<file path="src/rtl/mips_pkg.sv">
// rtl/mips_pkg.sv - shared widths, control-bit indices and helpers for the ID/EX stage
package mips_pkg;

    localparam int REG_W  = 5;
    localparam int DATA_W = 32;
    localparam int CNT_W  = 16;

    // Control bundle layout: {RegWrite, MemtoReg, MemRead, MemWrite, ALUSrc, RegDst, ALUOp[3:0]}
    localparam int CTRL_W         = 10;
    localparam int CTRL_REGWRITE  = 9;
    localparam int CTRL_MEMTOREG  = 8;
    localparam int CTRL_MEMREAD   = 7;
    localparam int CTRL_MEMWRITE  = 6;
    localparam int CTRL_ALUSRC    = 5;
    localparam int CTRL_REGDST    = 4;
    localparam int CTRL_ALUOP_LSB = 0;
    localparam int CTRL_ALUOP_W   = 4;

    localparam logic [CTRL_W-1:0] CTRL_NOP = '0;

    // What the pipeline register does on the coming edge (reset handled separately)
    typedef enum logic [1:0] {
        EX_LOAD   = 2'd0,
        EX_HOLD   = 2'd1,
        EX_BUBBLE = 2'd2
    } ex_action_e;

    function automatic logic [CNT_W-1:0] sat_inc(input logic [CNT_W-1:0] v);
        return (&v) ? v : v + 1'b1;
    endfunction

endpackage

</file>
<file path="src/rtl/id_ex_stage_if.sv">
// rtl/id_ex_stage_if.sv - ID-side inputs and EX-side outputs of the ID/EX pipeline register
// master: upstream decode logic (drives ID_*, observes EX_*)
// slave : the ID/EX stage (reads ID_*, drives EX_*)
interface id_ex_if;
    import mips_pkg::*;

    logic [REG_W-1:0]  ID_RegisterRs;
    logic [REG_W-1:0]  ID_RegisterRt;
    logic [REG_W-1:0]  ID_RegisterRd;
    logic [DATA_W-1:0] ID_ReadData1;
    logic [DATA_W-1:0] ID_ReadData2;
    logic [DATA_W-1:0] ID_Imm;
    logic [CTRL_W-1:0] ID_Ctrl;
    logic              ID_Valid;

    logic [REG_W-1:0]  EX_RegisterRs;
    logic [REG_W-1:0]  EX_RegisterRt;
    logic [REG_W-1:0]  EX_RegisterRd;
    logic [DATA_W-1:0] EX_ReadData1;
    logic [DATA_W-1:0] EX_ReadData2;
    logic [DATA_W-1:0] EX_Imm;
    logic [CTRL_W-1:0] EX_Ctrl;
    logic              EX_Valid;

    modport master (
        output ID_RegisterRs, ID_RegisterRt, ID_RegisterRd,
        output ID_ReadData1, ID_ReadData2, ID_Imm, ID_Ctrl, ID_Valid,
        input  EX_RegisterRs, EX_RegisterRt, EX_RegisterRd,
        input  EX_ReadData1, EX_ReadData2, EX_Imm, EX_Ctrl, EX_Valid
    );

    modport slave (
        input  ID_RegisterRs, ID_RegisterRt, ID_RegisterRd,
        input  ID_ReadData1, ID_ReadData2, ID_Imm, ID_Ctrl, ID_Valid,
        output EX_RegisterRs, EX_RegisterRt, EX_RegisterRd,
        output EX_ReadData1, EX_ReadData2, EX_Imm, EX_Ctrl, EX_Valid
    );

endinterface

</file>
<file path="src/rtl/id_ex_stage_load_use_detect.sv">
// rtl/id_ex_stage_load_use_detect.sv - combinational load-use hazard comparator
// Inputs : decoded ID source registers/valid, EX valid/MemRead/destination Rt
// Output : o_hazard, high when ID consumes a register the EX load has not yet produced
module load_use_detect
    import mips_pkg::*;
(
    input  logic             i_id_valid,
    input  logic [REG_W-1:0] i_id_rs,
    input  logic [REG_W-1:0] i_id_rt,
    input  logic             i_ex_valid,
    input  logic             i_ex_memread,
    input  logic [REG_W-1:0] i_ex_rt,
    output logic             o_hazard
);

    logic w_match;

    // $zero is never really written, so a load targeting it can never be a true dependency
    assign w_match  = (i_ex_rt == i_id_rs) | (i_ex_rt == i_id_rt);
    assign o_hazard = i_id_valid & i_ex_valid & i_ex_memread & (i_ex_rt != '0) & w_match;

endmodule

</file>
<file path="src/rtl/id_ex_stage.sv">
// rtl/id_ex_stage.sv - ID/EX pipeline register with load-use stall, flush and memory freeze
// Ports: clk, rst (sync active-high); bus (id_ex_if.slave: ID_* in, EX_* out);
//        Flush, Mem_Busy in; PC_Write, IFID_Write out (upstream enables);
//        LoadUse_Count, Flush_Count out (saturating event counters)
module id_ex_stage
    import mips_pkg::*;
(
    input  logic             clk,
    input  logic             rst,
    id_ex_if.slave           bus,
    input  logic             Flush,
    input  logic             Mem_Busy,
    output logic             PC_Write,
    output logic             IFID_Write,
    output logic [CNT_W-1:0] LoadUse_Count,
    output logic [CNT_W-1:0] Flush_Count
);

    logic [REG_W-1:0]  r_ex_rs;
    logic [REG_W-1:0]  r_ex_rt;
    logic [REG_W-1:0]  r_ex_rd;
    logic [DATA_W-1:0] r_ex_rd1;
    logic [DATA_W-1:0] r_ex_rd2;
    logic [DATA_W-1:0] r_ex_imm;
    logic [CTRL_W-1:0] r_ex_ctrl;
    logic              r_ex_valid;
    logic [CNT_W-1:0]  r_lu_count;
    logic [CNT_W-1:0]  r_fl_count;

    logic       w_hazard;
    ex_action_e w_action;

    load_use_detect u_load_use_detect (
        .i_id_valid   (bus.ID_Valid),
        .i_id_rs      (bus.ID_RegisterRs),
        .i_id_rt      (bus.ID_RegisterRt),
        .i_ex_valid   (r_ex_valid),
        .i_ex_memread (r_ex_ctrl[CTRL_MEMREAD]),
        .i_ex_rt      (r_ex_rt),
        .o_hazard     (w_hazard)
    );

    // Flush wins over a freeze: the squashed instruction must not linger while memory stalls
    always_comb begin
        w_action = EX_LOAD;
        if (Flush)
            w_action = EX_BUBBLE;
        else if (Mem_Busy)
            w_action = EX_HOLD;
        else if (w_hazard)
            w_action = EX_BUBBLE;
    end

    // On Flush the front end must advance to the redirect target even if memory is busy
    assign PC_Write   = ~rst & (Flush | (~Mem_Busy & ~w_hazard));
    assign IFID_Write = PC_Write;

    always_ff @(posedge clk) begin
        if (rst) begin
            r_ex_rs    <= '0;
            r_ex_rt    <= '0;
            r_ex_rd    <= '0;
            r_ex_rd1   <= '0;
            r_ex_rd2   <= '0;
            r_ex_imm   <= '0;
            r_ex_ctrl  <= CTRL_NOP;
            r_ex_valid <= 1'b0;
            r_lu_count <= '0;
            r_fl_count <= '0;
        end else begin
            case (w_action)
                EX_BUBBLE: begin
                    r_ex_rs    <= '0;
                    r_ex_rt    <= '0;
                    r_ex_rd    <= '0;
                    r_ex_rd1   <= '0;
                    r_ex_rd2   <= '0;
                    r_ex_imm   <= '0;
                    r_ex_ctrl  <= CTRL_NOP;
                    r_ex_valid <= 1'b0;
                end
                EX_LOAD: begin
                    r_ex_rs    <= bus.ID_RegisterRs;
                    r_ex_rt    <= bus.ID_RegisterRt;
                    r_ex_rd    <= bus.ID_RegisterRd;
                    r_ex_rd1   <= bus.ID_ReadData1;
                    r_ex_rd2   <= bus.ID_ReadData2;
                    r_ex_imm   <= bus.ID_Imm;
                    r_ex_ctrl  <= bus.ID_Ctrl;
                    r_ex_valid <= bus.ID_Valid;
                end
                default: ;
            endcase

            if (Flush)
                r_fl_count <= sat_inc(r_fl_count);
            if (~Flush & ~Mem_Busy & w_hazard)
                r_lu_count <= sat_inc(r_lu_count);
        end
    end

    assign bus.EX_RegisterRs = r_ex_rs;
    assign bus.EX_RegisterRt = r_ex_rt;
    assign bus.EX_RegisterRd = r_ex_rd;
    assign bus.EX_ReadData1  = r_ex_rd1;
    assign bus.EX_ReadData2  = r_ex_rd2;
    assign bus.EX_Imm        = r_ex_imm;
    assign bus.EX_Ctrl       = r_ex_ctrl;
    assign bus.EX_Valid      = r_ex_valid;
    assign LoadUse_Count     = r_lu_count;
    assign Flush_Count       = r_fl_count;

endmodule
</file>
<file path="src/flat_wrapper.sv">
// flat-port wrapper written by rule: the top's interface ports become plain ports
module id_ex_stage_flat import mips_pkg::*;
  (clk, rst, Flush, Mem_Busy, PC_Write, IFID_Write, LoadUse_Count, Flush_Count, bus_ID_RegisterRs, bus_ID_RegisterRt, bus_ID_RegisterRd, bus_ID_ReadData1, bus_ID_ReadData2, bus_ID_Imm, bus_ID_Ctrl, bus_ID_Valid, bus_EX_RegisterRs, bus_EX_RegisterRt, bus_EX_RegisterRd, bus_EX_ReadData1, bus_EX_ReadData2, bus_EX_Imm, bus_EX_Ctrl, bus_EX_Valid);
  id_ex_if bus_i ();
  input  logic clk;
  input  logic rst;
  input  logic Flush;
  input  logic Mem_Busy;
  output logic PC_Write;
  output logic IFID_Write;
  output logic [CNT_W-1:0] LoadUse_Count;
  output logic [CNT_W-1:0] Flush_Count;
  input wire logic [$bits(bus_i.ID_RegisterRs)-1:0] bus_ID_RegisterRs;
  input wire logic [$bits(bus_i.ID_RegisterRt)-1:0] bus_ID_RegisterRt;
  input wire logic [$bits(bus_i.ID_RegisterRd)-1:0] bus_ID_RegisterRd;
  input wire logic [$bits(bus_i.ID_ReadData1)-1:0] bus_ID_ReadData1;
  input wire logic [$bits(bus_i.ID_ReadData2)-1:0] bus_ID_ReadData2;
  input wire logic [$bits(bus_i.ID_Imm)-1:0] bus_ID_Imm;
  input wire logic [$bits(bus_i.ID_Ctrl)-1:0] bus_ID_Ctrl;
  input wire logic [$bits(bus_i.ID_Valid)-1:0] bus_ID_Valid;
  output wire logic [$bits(bus_i.EX_RegisterRs)-1:0] bus_EX_RegisterRs;
  output wire logic [$bits(bus_i.EX_RegisterRt)-1:0] bus_EX_RegisterRt;
  output wire logic [$bits(bus_i.EX_RegisterRd)-1:0] bus_EX_RegisterRd;
  output wire logic [$bits(bus_i.EX_ReadData1)-1:0] bus_EX_ReadData1;
  output wire logic [$bits(bus_i.EX_ReadData2)-1:0] bus_EX_ReadData2;
  output wire logic [$bits(bus_i.EX_Imm)-1:0] bus_EX_Imm;
  output wire logic [$bits(bus_i.EX_Ctrl)-1:0] bus_EX_Ctrl;
  output wire logic [$bits(bus_i.EX_Valid)-1:0] bus_EX_Valid;
  assign bus_i.ID_RegisterRs = bus_ID_RegisterRs;
  assign bus_i.ID_RegisterRt = bus_ID_RegisterRt;
  assign bus_i.ID_RegisterRd = bus_ID_RegisterRd;
  assign bus_i.ID_ReadData1 = bus_ID_ReadData1;
  assign bus_i.ID_ReadData2 = bus_ID_ReadData2;
  assign bus_i.ID_Imm = bus_ID_Imm;
  assign bus_i.ID_Ctrl = bus_ID_Ctrl;
  assign bus_i.ID_Valid = bus_ID_Valid;
  assign bus_EX_RegisterRs = bus_i.EX_RegisterRs;
  assign bus_EX_RegisterRt = bus_i.EX_RegisterRt;
  assign bus_EX_RegisterRd = bus_i.EX_RegisterRd;
  assign bus_EX_ReadData1 = bus_i.EX_ReadData1;
  assign bus_EX_ReadData2 = bus_i.EX_ReadData2;
  assign bus_EX_Imm = bus_i.EX_Imm;
  assign bus_EX_Ctrl = bus_i.EX_Ctrl;
  assign bus_EX_Valid = bus_i.EX_Valid;
  id_ex_stage u_core (.clk(clk), .rst(rst), .bus(bus_i), .Flush(Flush), .Mem_Busy(Mem_Busy), .PC_Write(PC_Write), .IFID_Write(IFID_Write), .LoadUse_Count(LoadUse_Count), .Flush_Count(Flush_Count));
endmodule
</file>
<file path="config.mk">
export PLATFORM = sky130hd
export DESIGN_NAME = id_ex_stage_flat
export DESIGN_NICKNAME = d
export VERILOG_FILES = /design/src/rtl/mips_pkg.sv /design/src/rtl/id_ex_stage_if.sv /design/src/rtl/id_ex_stage_load_use_detect.sv /design/src/rtl/id_ex_stage.sv /design/src/flat_wrapper.sv
export SDC_FILE = /design/constraint.sdc
export NUM_CORES = 1
export LEC_CHECK = 0
export ABC_AREA = 1
export BUFFER_PORTS_ARGS = -buffer_cell sky130_fd_sc_hd__buf_4
export CORE_MARGIN = 1.5
export CORE_UTILIZATION = 53
export CTS_BUF_LIST = sky130_fd_sc_hd__clkbuf_4 sky130_fd_sc_hd__clkbuf_8
export CTS_CLUSTER_SIZE = 10
export DETAILED_ROUTE_END_ITERATION = 6
export PLACE_DENSITY = 0.93
export SYNTH_ARGS = -nofsm -noshare
export SYNTH_HDL_FRONTEND = slang
export SYNTH_HIERARCHICAL = 1
export SYNTH_SLANG_ARGS = --single-unit
export TNS_END_PERCENT = 50
</file>
<file path="constraint.sdc">
create_clock -name clk -period 2.5 [get_ports clk]
set_clock_uncertainty 0.1 [all_clocks]
set_input_delay 0.5 -clock clk [delete_from_list [all_inputs] [get_ports clk]]
set_output_delay 0.5 -clock clk [all_outputs]
set_load 0.02 [all_outputs]
</file>
==> out/results.ini, run 1 <==
[synthesis]
netlist_area_mm2=0.00659
synthDistinctLibCells=31
synth_largest_area_cell=dfxtp_1
yosysSeqAreaShare_pct=46.8
avgSynthCellArea_um2=7.31
synth_fp_nets=1030
synth_top_area_share_pct=46.8
syn-instance-count=902
ys_warn_count=6
synthTopCellsByArea=dfxtp_1, nand2_1, nand3_1
ys_seq_elements=154

[die]
io_pins=282
die_area_mm2=0.0131
dieHeight_um=115
initial_core_util_pct=54.6
row_count=40
fp.dieW_um=115
core_mm2=0.0121

[routing]
drc=0
vias=7039
wirelength_mm=20.0
drt_iter0_drc=682
via_per_inst=5.28
ant_nets=0
wl_per_cell_um=15.0
drtPass1Iterations=5

[final_layout]
diodes=0
areaGrowthSynthToFinish_pct=38.3
final-seq-area_mm2=0.00309
multiInputGateArea_mm2=0.00302
nFillCells=897
design_area_mm2=0.00912
layout.nets=1279
drive_gt1_share_pct=30.8

[cts]
clock_tree.root_cell=clkbuf_8
cts_sinks=154
numCtsBuffers=17
clk_pin_slew_ns=0.08
cts_tree=yes
clockBufferDepth=2
clk-insertion-delay-late_ns=0.46
htree_levels=4
holdBufCountCts=0
cts_setup_buffers=0

[global_routing]
antenna_found_initial=0
grt_max_degree=126
grt_usage_pct=29.3
grt_pass1_wl_mm=30.4
overflow=0
grt_pass1_vias=6515

[power]
seqPwrFrac_pct=50.2
p_clk_share_pct=37.8
p_sw_mw=1.28
switching_share_pct=25.1
p_comb_share_pct=11.9
cellPowerDensity_mw_per_mm2=559
intPower_mw=3.82
power.leakage_nw=3.94
ir_drop_v=0.000454

[placement]
io_buffers=281
gp_congestion=0.923
dp_hpwl_mm=13.5
placed_area_mm2=0.00870

[critical_path]
cp_num_buf_inv=1
critPathMaxStageDelay_ns=0.36
worstPathArrival_ns=1.85
cp_top_family=compound AO/OA/AOI/OAI gates
critPathRequiredTime_ns=1.90
crit_type=reg2out
rr_worst_depth=9
worst_setup_path_end_kind=output port
crit_fanout=5
cp_num_cells=5
cp-start-kind=register
crit_slowest_cell=dfxtp_2
rrSetupSlack_ns=0.31
crit_chain=xnor2_1 > nand3_1 > a21oi_2 > a211oi_2 > buf_4

[run]
max_cap_violations=0

[timing]
worstMarginPinSlew_ns=0.579
hold_viol=0
whs_ns=0.201
slew_violations=0
fin_crit_sh_pct=98.1
maxSlewHeadroom_pct=61.4
max_freq_mhz=408
setup_viol=0
setup_tns_ns=0
period_minus_slack_ns=2.45
rsz0062_at_grt=false

[worst_hold_path]
holdPathStages=3
hold_class=in2reg

[outcome]
status=finished clean

## path summary, 6_finish.rpt
kind	startpoint	to
setup reg to reg	u_core/bus.EX_RegisterRt[2]	u_core/LoadUse_Count[12]
hold reg to reg	u_core/bus.EX_ReadData1[3]	u_core/bus.EX_ReadData1[3]
hold / removal	bus_ID_ReadData1[26]	u_core/bus.EX_ReadData1[26]
setup / recovery	u_core/bus.EX_RegisterRt[2]	IFID_Write
## power groups by stage
stage	Sequential (mW)	Combinational (mW)	Clock, mW
5_1_grt	2.57	0.649	2.07
4_1_cts	2.56	0.607	1.95
3_5_place_dp	2.62	0.603	0
3_3_place_gp	2.61	0.594	0
6_report	2.56	0.608	1.93
2_1_floorplan	2.69	0.218	0
## layout by cell type (no fill, tap or decap), drive strengths merged, types with 2 or more instances in the layout
| cell | synthesis | routed |
|---|---|---|
| inv | 38 | 37 |
| nand3 | 156 | 156 |
| bufinv | 0 | 3 |
| clkinvlp | 0 | 3 |
| nand4 | 9 | 9 |
| o21ai | 2 | 2 |
| xnor2 | 2 | 2 |
| nor2 | 97 | 97 |
| dfxtp | 154 | 154 |
| clkbuf | 14 | 20 |
| nand3b | 2 | 2 |
| buf | 46 | 290 |
| ha | 2 | 2 |
| nand2 | 225 | 225 |
| nor3 | 6 | 6 |
| clkinv | 1 | 8 |
| a21oi | 144 | 144 |
## cells in the mapped netlist
cell / instances
a31oi_1: 1
a21oi_1: 143
ha_1: 2
buf_4: 2
clkinv_1: 1
nand3_1: 154
buf_6: 10
a211oi_1: 1
dfxtp_1: 154
nand4_1: 7
xor2_1: 1
nor2_8: 1
nand3b_1: 2
nor2_2: 7
o21ai_1: 1
nand2_2: 7
buf_2: 28
xnor2_1: 2
buf_1: 6
a21oi_2: 1
nor2_4: 4
o21ai_0: 1
nand4_4: 2
nor3_1: 6
nand2_1: 218
inv_2: 6
nand3_2: 2
nor2_1: 85
clkbuf_1: 14
inv_1: 32
and2_1: 1
## cell type report
cell class / count / area share [%]
clock inverter: 12 / 1.65
timing repair buffer: 290 / 24.6
inverter: 39 / 1.62
clock buffer: 20 / 2.81
tap: 168 / 2.31
sequential: 154 / 33.9
multi-input combinational: 649 / 33.2
## through the flow
step | total power, mW | util (%) | instances | setup slack [ns]
2_1_floorplan | 2.91 | - | 902 | 0.116
3_5_place_dp | 3.22 | 72.1 | 1300 | 0.254
3_3_place_gp | 3.21 | 72.1 | 1300 | 0.294
4_1_cts | 5.12 | 75.5 | 1332 | 0.00904
6_report | 5.10 | 75.6 | 1332 | 0.0481
5_1_grt | 5.28 | 75.6 | 1332 | 0.00120
## logic make-up after synthesis
group	count (synthesis)	share of synthesized area [%]
simple gates	496	33.7
fa+ha+maj	2	0.380
flops	154	46.8
buf+inv	99	7.42
compound gates	148	11.4
xor+xnor	3	0.399
## routing by layer
metal  track usage, %  wire, µm  vias up
met5                0         0        -
met4             18.7       845        0
met3             8.79      1710       62
met2             48.7      9810      322
met1             32.8      7610     3185
li1                 -         -     3470
## worst reg2reg max path, stage by stage (launching register included)
cell and delay (ns):
dfxtp_2 0.36, xnor2_1 0.31, nand3_1 0.16, a21oi_2 0.25, buf_4 0.18, nand3_1 0.13
nor2_1 0.26, nand4_1 0.18, nand2_1 0.12, nor2_1 0.05
## sequential cells by signal, summed over array words and instances, names as in the netlist, 10 cells and up
register                 count
u_core/LoadUse_Count        16
u_core/bus.EX_ReadData2     32
u_core/bus.EX_Imm           32
u_core/Flush_Count          16
u_core/bus.EX_ReadData1     32
u_core/bus.EX_Ctrl          10
## repair_timing
action	4_1_cts	5_1_grt
pin swaps	0	1
gates cloned	0	0
gates resized for setup	1	5
endpoints found under the setup margin	2	2
Power figures use the tool's default switching activity.
==> run 2, diff against run 1 <==
--- a/config.mk
+++ b/config.mk
@@ -10,7 +10,6 @@
 export CORE_MARGIN = 1.5
 export CORE_UTILIZATION = 53
 export CTS_BUF_LIST = sky130_fd_sc_hd__clkbuf_4 sky130_fd_sc_hd__clkbuf_8
-export CTS_CLUSTER_SIZE = 10
 export DETAILED_ROUTE_END_ITERATION = 6
 export PLACE_DENSITY = 0.93
 export SYNTH_ARGS = -nofsm -noshare
==> constraint.sdc (replaced) <==
create_clock -name clk -period 2.5 [get_ports clk]
set_clock_uncertainty 0.1 [all_clocks]
set_input_delay 0.25 -clock clk [delete_from_list [all_inputs] [get_ports clk]]
set_output_delay 0.25 -clock clk [all_outputs]
set_load 0.02 [all_outputs]
==> run 2 against run 1 <==
The run now ends with design-rule violations left. Worst hold slack worse by 0.18 ns. Global-route usage grew 12 points. Final area grew 13%. Sequential share of layout area shrank 3.9 points. First-iteration DRC count is 90% higher. Routed wire length up 42%. Critical path type unchanged. Largest power group unchanged.
==> out/results.ini, run 2 (synthesis results as in run 1) <==
[cts]
clk-insertion-delay-late_ns=0.45
clockBufferDepth=2
cts_tree=yes
clock_tree.root_cell=clkbuf_8
htree_levels=4
cts_sinks=154
clk_pin_slew_ns=0.09
numCtsBuffers=17
cts_setup_buffers=0

[die]
row_count=40
core_mm2=0.0121
initial_core_util_pct=54.6
fp.dieW_um=115
dieHeight_um=115
die_area_mm2=0.0131
io_pins=282

[routing]
drt_iter0_drc=1299
via_per_inst=5.79
wirelength_mm=28.3
drc=4
wl_per_cell_um=19.5
ant_nets=0
drtPass1Iterations=7
vias=8419

[global_routing]
grt_pass1_vias=8174
grt_pass1_wl_mm=42.1
grt_usage_pct=41.8
antenna_found_initial=3
overflow=0
grt_max_degree=125

[critical_path]
crit_fanout=5
critPathRequiredTime_ns=2.15
worstPathArrival_ns=2.04
crit_type=reg2out
cp-start-kind=register
worst_setup_path_end_kind=output port
rrSetupSlack_ns=0.11

[timing]
maxSlewHeadroom_pct=56.4
setup_tns_ns=0
max_freq_mhz=418
fin_crit_sh_pct=95.6
worstMarginPinSlew_ns=0.654
slew_violations=0
period_minus_slack_ns=2.39
setup_viol=0
hold_viol=0
whs_ns=0.0230

[final_layout]
nFillCells=622
layout.nets=1396
areaGrowthSynthToFinish_pct=55.8
drive_gt1_share_pct=27.5
final_cell_mix=buf_4, nand2_1, dfxtp_1, nand3_1, a21oi_1
final_common_cell=buf_4

[power]
intPower_mw=3.88
cellPowerDensity_mw_per_mm2=519
seqPwrFrac_pct=48.3
switching_share_pct=27.1
p_clk_share_pct=36.4
p_comb_share_pct=15.3
power.leakage_nw=4.41
p_sw_mw=1.44
ir_drop_v=0.000371

[outcome]
violations=design-rule violations
status=finished, violations left

[run]
max_cap_violations=0

[worst_hold_path]
hold_class=in2reg

[placement]
dp_hpwl_mm=13.7
io_buffers=281
gp_congestion=0.916

run 2: per-layer routing:
layer	up-vias	GRT usage (%)	part of all wire, %
met5	-	0	0
met4	0	30.4	6.9
met3	180	15.3	11
met2	666	71.3	49
met1	3867	41.9	34
li1	3706	-	-
run 2: metrics by stage:
step           setup slack [ns]  utilization [%]  cell area [µm²]  std cells  total power, mW
2_1_floorplan             0.366                -             6590        902             2.91
3_3_place_gp              0.562             71.8             8670       1299             3.21
3_5_place_dp              0.462             71.8             8670       1299             3.22
4_1_cts                   0.123             84.8            10200       1448             5.21
5_1_grt                  -0.113             85.1            10300       1452             5.47
6_report                  0.110             85.1            10300       1453             5.32
run 2: power by group through the flow:
stage	clock (mW)	combinational [mW]	sequential [mW]
2_1_floorplan	0	0.218	2.69
3_3_place_gp	0	0.595	2.61
5_1_grt	2.04	0.855	2.57
4_1_cts	1.90	0.759	2.56
3_5_place_dp	0	0.603	2.62
6_report	1.94	0.816	2.57
run 2: worst paths after layout:
kind | cells past startpoint | startpoint | endpoint
hold / removal | 3 | bus_ID_Imm[23] | u_core/bus.EX_Imm[23]
hold reg to reg | 2 | u_core/bus.EX_Imm[21] | u_core/bus.EX_Imm[21]
setup / recovery | 8 | u_core/bus.EX_RegisterRt[4] | IFID_Write
setup reg to reg | 10 | u_core/bus.EX_RegisterRt[4] | u_core/bus.EX_ReadData2[3]
run 2: layout make-up:
cell class | count | area (µm²) | area share (%)
repair buffers | 407 | 3390 | 33.0
clock buffers | 21 | 277 | 2.69
well taps | 168 | 210 | 2.05
multi-input cells | 649 | 3030 | 29.5
inverters | 39 | 148 | 1.44
diodes | 4 | 10.0 | 0.0975
clock inverters | 11 | 119 | 1.16
flip-flops and latches | 154 | 3080 | 30.0
run 2: what timing repair did:
item                       CTS  global route
hold endpoints to repair   116             1
setup endpoints to repair    0             2
resized for setup            0             2
hold buffers               117             1
run 2: critical path, stage by stage (launching register included):
cell and delay (ns):
dfxtp_1 0.42, inv_1 0.13, nand2_1 0.09, nand2_1 0.07, nor2_1 0.16, nand3_1 0.15, a21oi_4 0.24, a211oi_2 0.14
buf_4 0.18
